[src/rtl/leaf_pkg.sv]
`default_nettype none
// +--------------------------------------------------------------------+
// | leaf_pkg : shared constants, stream word type and width helper     |
// | Revision : 1.0                                                     |
// +--------------------------------------------------------------------+
package leaf_pkg;

  localparam int LEAF_PAYLOAD_BITS = 32;

  typedef logic [LEAF_PAYLOAD_BITS-1:0] leaf_word_t;

  function automatic int clog2(input int value);
    int r;
    int v;
    r = 0;
    v = value - 1;
    while (v > 0) begin
      r = r + 1;
      v = v >> 1;
    end
    return r;
  endfunction

endpackage
`default_nettype wire

[src/rtl/leaf_fifo_mem.sv]
`default_nettype none
// +--------------------------------------------------------------------+
// | leaf_fifo_mem : simple dual-port RAM, one write / one sync read    |
// | Revision      : 1.0                                                |
// +--------------------------------------------------------------------+
module leaf_fifo_mem #(
  parameter int WIDTH      = 32,
  parameter int DEPTH_BITS = 4
) (
  input  logic                  clk,
  input  logic                  i_we,
  input  logic [DEPTH_BITS-1:0] i_waddr,
  input  logic [WIDTH-1:0]      i_wdata,
  input  logic                  i_re,
  input  logic [DEPTH_BITS-1:0] i_raddr,
  output logic [WIDTH-1:0]      o_rdata
);

  logic [WIDTH-1:0] r_mem [0:(1<<DEPTH_BITS)-1];
  logic [WIDTH-1:0] r_rdata;

  // Read-before-write on an address collision; the caller bypasses that case.
  always_ff @(posedge clk) begin
    if (i_we) begin
      r_mem[i_waddr] <= i_wdata;
    end
    if (i_re) begin
      r_rdata <= r_mem[i_raddr];
    end
  end

  assign o_rdata = r_rdata;

endmodule
`default_nettype wire

[src/rtl/leaf_stream_fifo.sv]
`default_nettype none
// +--------------------------------------------------------------------+
// | leaf_stream_fifo : FWFT vld/ack elastic buffer with occupancy flags|
// | Revision         : 1.0                                             |
// +--------------------------------------------------------------------+
module leaf_stream_fifo
  import leaf_pkg::*;
#(
  parameter int PAYLOAD_BITS       = LEAF_PAYLOAD_BITS,
  parameter int DEPTH_BITS         = 4,
  parameter int ALMOST_FULL_THRESH = 12
) (
  input  logic                    clk_user,
  input  logic                    reset,
  input  logic [PAYLOAD_BITS-1:0] din,
  input  logic                    vld_in,
  output logic                    ack_out,
  output logic [PAYLOAD_BITS-1:0] dout,
  output logic                    vld_out,
  input  logic                    ack_in,
  output logic [DEPTH_BITS:0]     count,
  output logic                    almost_full
);

  localparam int PTR_W = clog2(1 << DEPTH_BITS) + 1;
  localparam logic [PTR_W-1:0] c_af_thresh = PTR_W'(ALMOST_FULL_THRESH);
  localparam logic [PTR_W-1:0] c_one       = PTR_W'(1);

  logic [PTR_W-1:0]        r_wr_ptr;
  logic [PTR_W-1:0]        r_rd_ptr;
  logic [PTR_W-1:0]        r_count;
  logic                    r_af;
  logic                    r_sel_byp;
  logic [PAYLOAD_BITS-1:0] r_byp;

  logic                    w_full;
  logic                    w_empty;
  logic                    w_push;
  logic                    w_pop;
  logic [PTR_W-1:0]        w_rd_ptr_nxt;
  logic                    w_head_load;
  logic                    w_bypass;
  logic                    w_re;
  logic [PTR_W-1:0]        w_count_nxt;
  logic [PAYLOAD_BITS-1:0] w_mem_rdata;

  assign w_full  = (r_wr_ptr[PTR_W-2:0] == r_rd_ptr[PTR_W-2:0]) &&
                   (r_wr_ptr[PTR_W-1]   != r_rd_ptr[PTR_W-1]);
  assign w_empty = (r_wr_ptr == r_rd_ptr);
  assign w_push  = vld_in && !w_full;
  assign w_pop   = !w_empty && ack_in;

  assign w_rd_ptr_nxt = w_pop ? (r_rd_ptr + c_one) : r_rd_ptr;
  assign w_head_load  = w_pop || (w_empty && w_push);
  // The new head is the word being written this cycle: take it straight from din.
  assign w_bypass     = w_push && (r_wr_ptr[PTR_W-2:0] == w_rd_ptr_nxt[PTR_W-2:0]);
  assign w_re         = w_head_load && !w_bypass;

  always_comb begin
    w_count_nxt = r_count;
    case ({w_push, w_pop})
      2'b10:   w_count_nxt = r_count + c_one;
      2'b01:   w_count_nxt = r_count - c_one;
      default: w_count_nxt = r_count;
    endcase
  end

  always_ff @(posedge clk_user) begin
    if (reset) begin
      r_wr_ptr  <= '0;
      r_rd_ptr  <= '0;
      r_count   <= '0;
      r_af      <= 1'b0;
      r_sel_byp <= 1'b1;
      r_byp     <= '0;
    end else begin
      if (w_push) begin
        r_wr_ptr <= r_wr_ptr + c_one;
      end
      r_rd_ptr <= w_rd_ptr_nxt;
      r_count  <= w_count_nxt;
      r_af     <= (w_count_nxt >= c_af_thresh);
      if (w_bypass) begin
        r_sel_byp <= 1'b1;
        r_byp     <= din;
      end else if (w_head_load) begin
        r_sel_byp <= 1'b0;
      end
    end
  end

  leaf_fifo_mem #(
    .WIDTH      (PAYLOAD_BITS),
    .DEPTH_BITS (DEPTH_BITS)
  ) u_mem (
    .clk     (clk_user),
    .i_we    (w_push),
    .i_waddr (r_wr_ptr[PTR_W-2:0]),
    .i_wdata (din),
    .i_re    (w_re),
    .i_raddr (w_rd_ptr_nxt[PTR_W-2:0]),
    .o_rdata (w_mem_rdata)
  );

  assign ack_out     = !w_full;
  assign vld_out     = !w_empty;
  assign dout        = r_sel_byp ? r_byp : w_mem_rdata;
  assign count       = r_count;
  assign almost_full = r_af;

endmodule
`default_nettype wire

[config.mk]
export PLATFORM = sky130hd
export DESIGN_NAME = leaf_stream_fifo
export DESIGN_NICKNAME = d
export VERILOG_FILES = /design/src/rtl/leaf_pkg.sv /design/src/rtl/leaf_fifo_mem.sv /design/src/rtl/leaf_stream_fifo.sv
export SDC_FILE = /design/constraint.sdc
export NUM_CORES = 1
export LEC_CHECK = 0
export CORE_ASPECT_RATIO = 1.5
export CORE_MARGIN = 2
export CORE_UTILIZATION = 30
export CTS_CLUSTER_DIAMETER = 120
export DETAILED_ROUTE_END_ITERATION = 16
export PLACE_DENSITY_LB_ADDON = 0.25
export SYNTH_ARGS = -nofsm -noshare
export SYNTH_HDL_FRONTEND = slang
export SYNTH_SLANG_ARGS = --single-unit
[constraint.sdc]
create_clock -name clk_user -period 6.04 [get_ports clk_user]
set_clock_uncertainty 0.2 [all_clocks]
set_input_delay 1.208 -clock clk_user [delete_from_list [all_inputs] [get_ports clk_user]]
set_output_delay 1.208 -clock clk_user [all_outputs]
set_load 0.01 [all_outputs]
==> results.toml <==
[hold_path]
hold_class = "reg2reg"

[critical_path]
crit_type = "reg2reg"
crit_path_start_kind = "register"
crit_path_end_kind = "register"
arrival_ns = 4.96
worst-path-max-fanout = 75
crit_required_ns = 6.15

[cells_and_area]
stdcell_area_mm2 = 0.02976
multi_input_area_mm2 = 0.008092
nNetsFinal = 1906
utilization_pct = 34.92
syn_to_final_growth_pct = 15.31
fillers = 8241
register_area_mm2 = 0.01732
antenna_cells = 0
drive_gt1_share_pct = 10.28

[global_route]
grt.overflow.total = 0
grt_max_degree = 162
grt_pass1_vias = 16170
grt_usage_pct = 16.35
grt_pass1_wl_um = 108200
antenna_found_initial = 0

[synthesis]
avgSynthCellArea_um2 = 14.18
syn-cell-area_mm2 = 0.02581
ys_top_cells_by_area = "edfxtp_1 63%, mux2i_1 10%, dfxtp_1 3.8%, a211oi_1 2.8%, a311o_1 2.5%"
syn_nets = 1865
ys_seq_elements = 593
synth_edf_count = 544
synth_common_cells = "544 x edfxtp_1, 257 x mux2i_1, 168 x nand2_1"
synthArstFlopShare_pct = 0
yosysTopAreaCell = "edfxtp_1"
synthFlopType = "edfxtp_1"
syn_inst = 1821
synth_top_area_share_pct = 63.28
yosysWarnings = 0
synth-seq-area-share_pct = 67.08
synth.distinct_cells = 48
yosys.cell_count.top_type = "edfxtp_1"

[pwr]
power.density_mw_per_mm2 = 378.5
leakage_nw = 9.362
ir_drop_mv = 0.2263

[floorplanning]
core-area_mm2 = 0.08523
die-width_um = 243.5
start_util_pct = 30.29
die_h_um = 363.3
design.die.area_mm2 = 0.08846
row_count = 131
pin_count = 76

[clock_network]
clock_path_buffers = 3
cts_sinks = 593
cts_setup_buffers = 0
cts_made_buffers = 55
cts_tree = "built"
clock-root-buffer = "clkbuf_16"
postCtsHoldBufs = 0
cts_resized = 0
clk_pin_slew_ns = 0.07
h-tree-depth = 2
clk_latency_ns = 0.62

[drt]
dr_total_vias = 16200
routed_via_density = 5.336
drt-initial-drc-count = 1329
wirelength_um = 74050
routedWlPerCell_um = 24.39
ant_nets = 0
firstDrtPassIters = 5
drc_errors = 0

[timing]
fmax_ghz = 0.2061
min_period_over_period_pct = 80.34
setup_ws_ns = 1.187
report.final.slew_viol_count = 0
setup_viol = 0
worst_slew_pin_slew_ns = 1.206
rsz0062_at_grt = "false"
period_needed_ns = 4.853
fin_tns_setup_ns = 0
hold-worst-slack_ns = 0.2902
slew_headroom_pct = 19.28
hold_viol_final = 0

[placed_design]
dp_hpwl_um = 39840
routabilityCongestion = 0.7462
io_buffers = 75
placed_area_mm2 = 0.02806
dpl_worst_slack_ns = 1.160

[outcome]
status = "finished, final reports clean"

[job]
max_cap_viol_count = 0
-- per-layer routing --
| metal | track usage (%) | wire, um | share of wire, % |
|---|---|---|---|
| met5 | 0 | 0 | 0 |
| met4 | 4.627 | 1662 | 2.2 |
| met3 | 2.140 | 3437 | 4.6 |
| met2 | 29.15 | 37730 | 51 |
| met1 | 20.70 | 31220 | 42 |
-- final cells by class --
class | instances | area share (%)
Clock inverter | 27 | 0.7230
Sequential cell | 593 | 58.19
Clock buffer | 74 | 4.998
Multi-Input combinational cell | 1081 | 27.18
Tap cell | 1130 | 4.750
Inverter | 5 | 0.06305
Timing Repair Buffer | 126 | 4.086
-- layout by cell type (no fill, tap or decap), types with 5 or more instances in the layout --
cell             synthesis  layout
mux2i_1                257     257
xnor2_1                 10       7
clkinv_2                 0       7
mux2_2                  32      32
a311o_1                 64      64
clkinv_1                 0      11
buf_4                    1      44
a21oi_1                104     104
inv_1                    5       5
nand3_1                 33      33
a221oi_1                32      32
nand2_1                168     167
nor2b_1                 32      32
nor2_4                   0      15
buf_12                   0       7
and3_1                  65      65
clkbuf_1               105      15
dfxtp_1                 49      47
clkbuf_16                0      55
a211oi_1                96      96
edfxtp_1               544     544
clkdlybuf4s50_1          0      74
a22oi_1                 32      32
nor2_1                  67      52
xor2_1                  10       9
a32oi_1                 33      33
ha_1                     8       8
-- critical path, cell delays in order, from the launching register on --
cell	delay [ns]
dfxtp_1	0.65
xor2_4	0.17
or4_4	0.62
o21ai_4	0.94
nand2_4	0.81
buf_4	0.51
a211oi_1	0.31
a311o_1	0.17
a32oi_1	0.09
-- power breakdown --
group,internal [mW],leakage [nW],switching [mW]
clock network,1.85,0.825,1.53
logic,1.16,3.21,1.83
registers,4.74,5.33,0.149
-- state kept, by name, summed over array words and instances (netlist names) --
| register | cells |
|---|---|
| almost_full | 1 |
| count | 5 |
| r_byp | 32 |
| r_rd_ptr | 5 |
| r_sel_byp | 1 |
| r_wr_ptr | 5 |
| u_mem.o_rdata | 32 |
| u_mem.r_mem | 512 |
-- logic make-up after synthesis --
kind of cell / synth area share (%)
muxes: 11.36
xor gates and xnor gates: 0.7852
and+or+nand+nor: 7.019
DFF: 67.08
adders and majority gates: 0.3878
AOI/OAI and AO/OA: 10.98
buffers and inverters: 2.385
-- final timing paths --
path / from / to / slack (ns) / cells after the start
worst min-delay path: r_byp[6]$_SDFFE_PP0P_ / r_byp[6]$_SDFFE_PP0P_ / 0.29 / 2
worst min register to register: r_byp[6]$_SDFFE_PP0P_ / r_byp[6]$_SDFFE_PP0P_ / 0.29 / 2
worst max-delay path: r_wr_ptr[3]$_SDFFE_PP0P_ / u_mem.o_rdata[13]$_DFFE_PP_ / 1.19 / 8
worst max register to register: r_wr_ptr[3]$_SDFFE_PP0P_ / u_mem.o_rdata[13]$_DFFE_PP_ / 1.19 / 8
-- stage by stage --
step                power (mW)  cells
finish                   11.27   3036
global route             11.74   3036
CTS                      11.38   3036
detailed placement       7.993   2935
global placement         7.941   2935
floorplan                6.895   1821
Power figures use the tool's default switching activity.
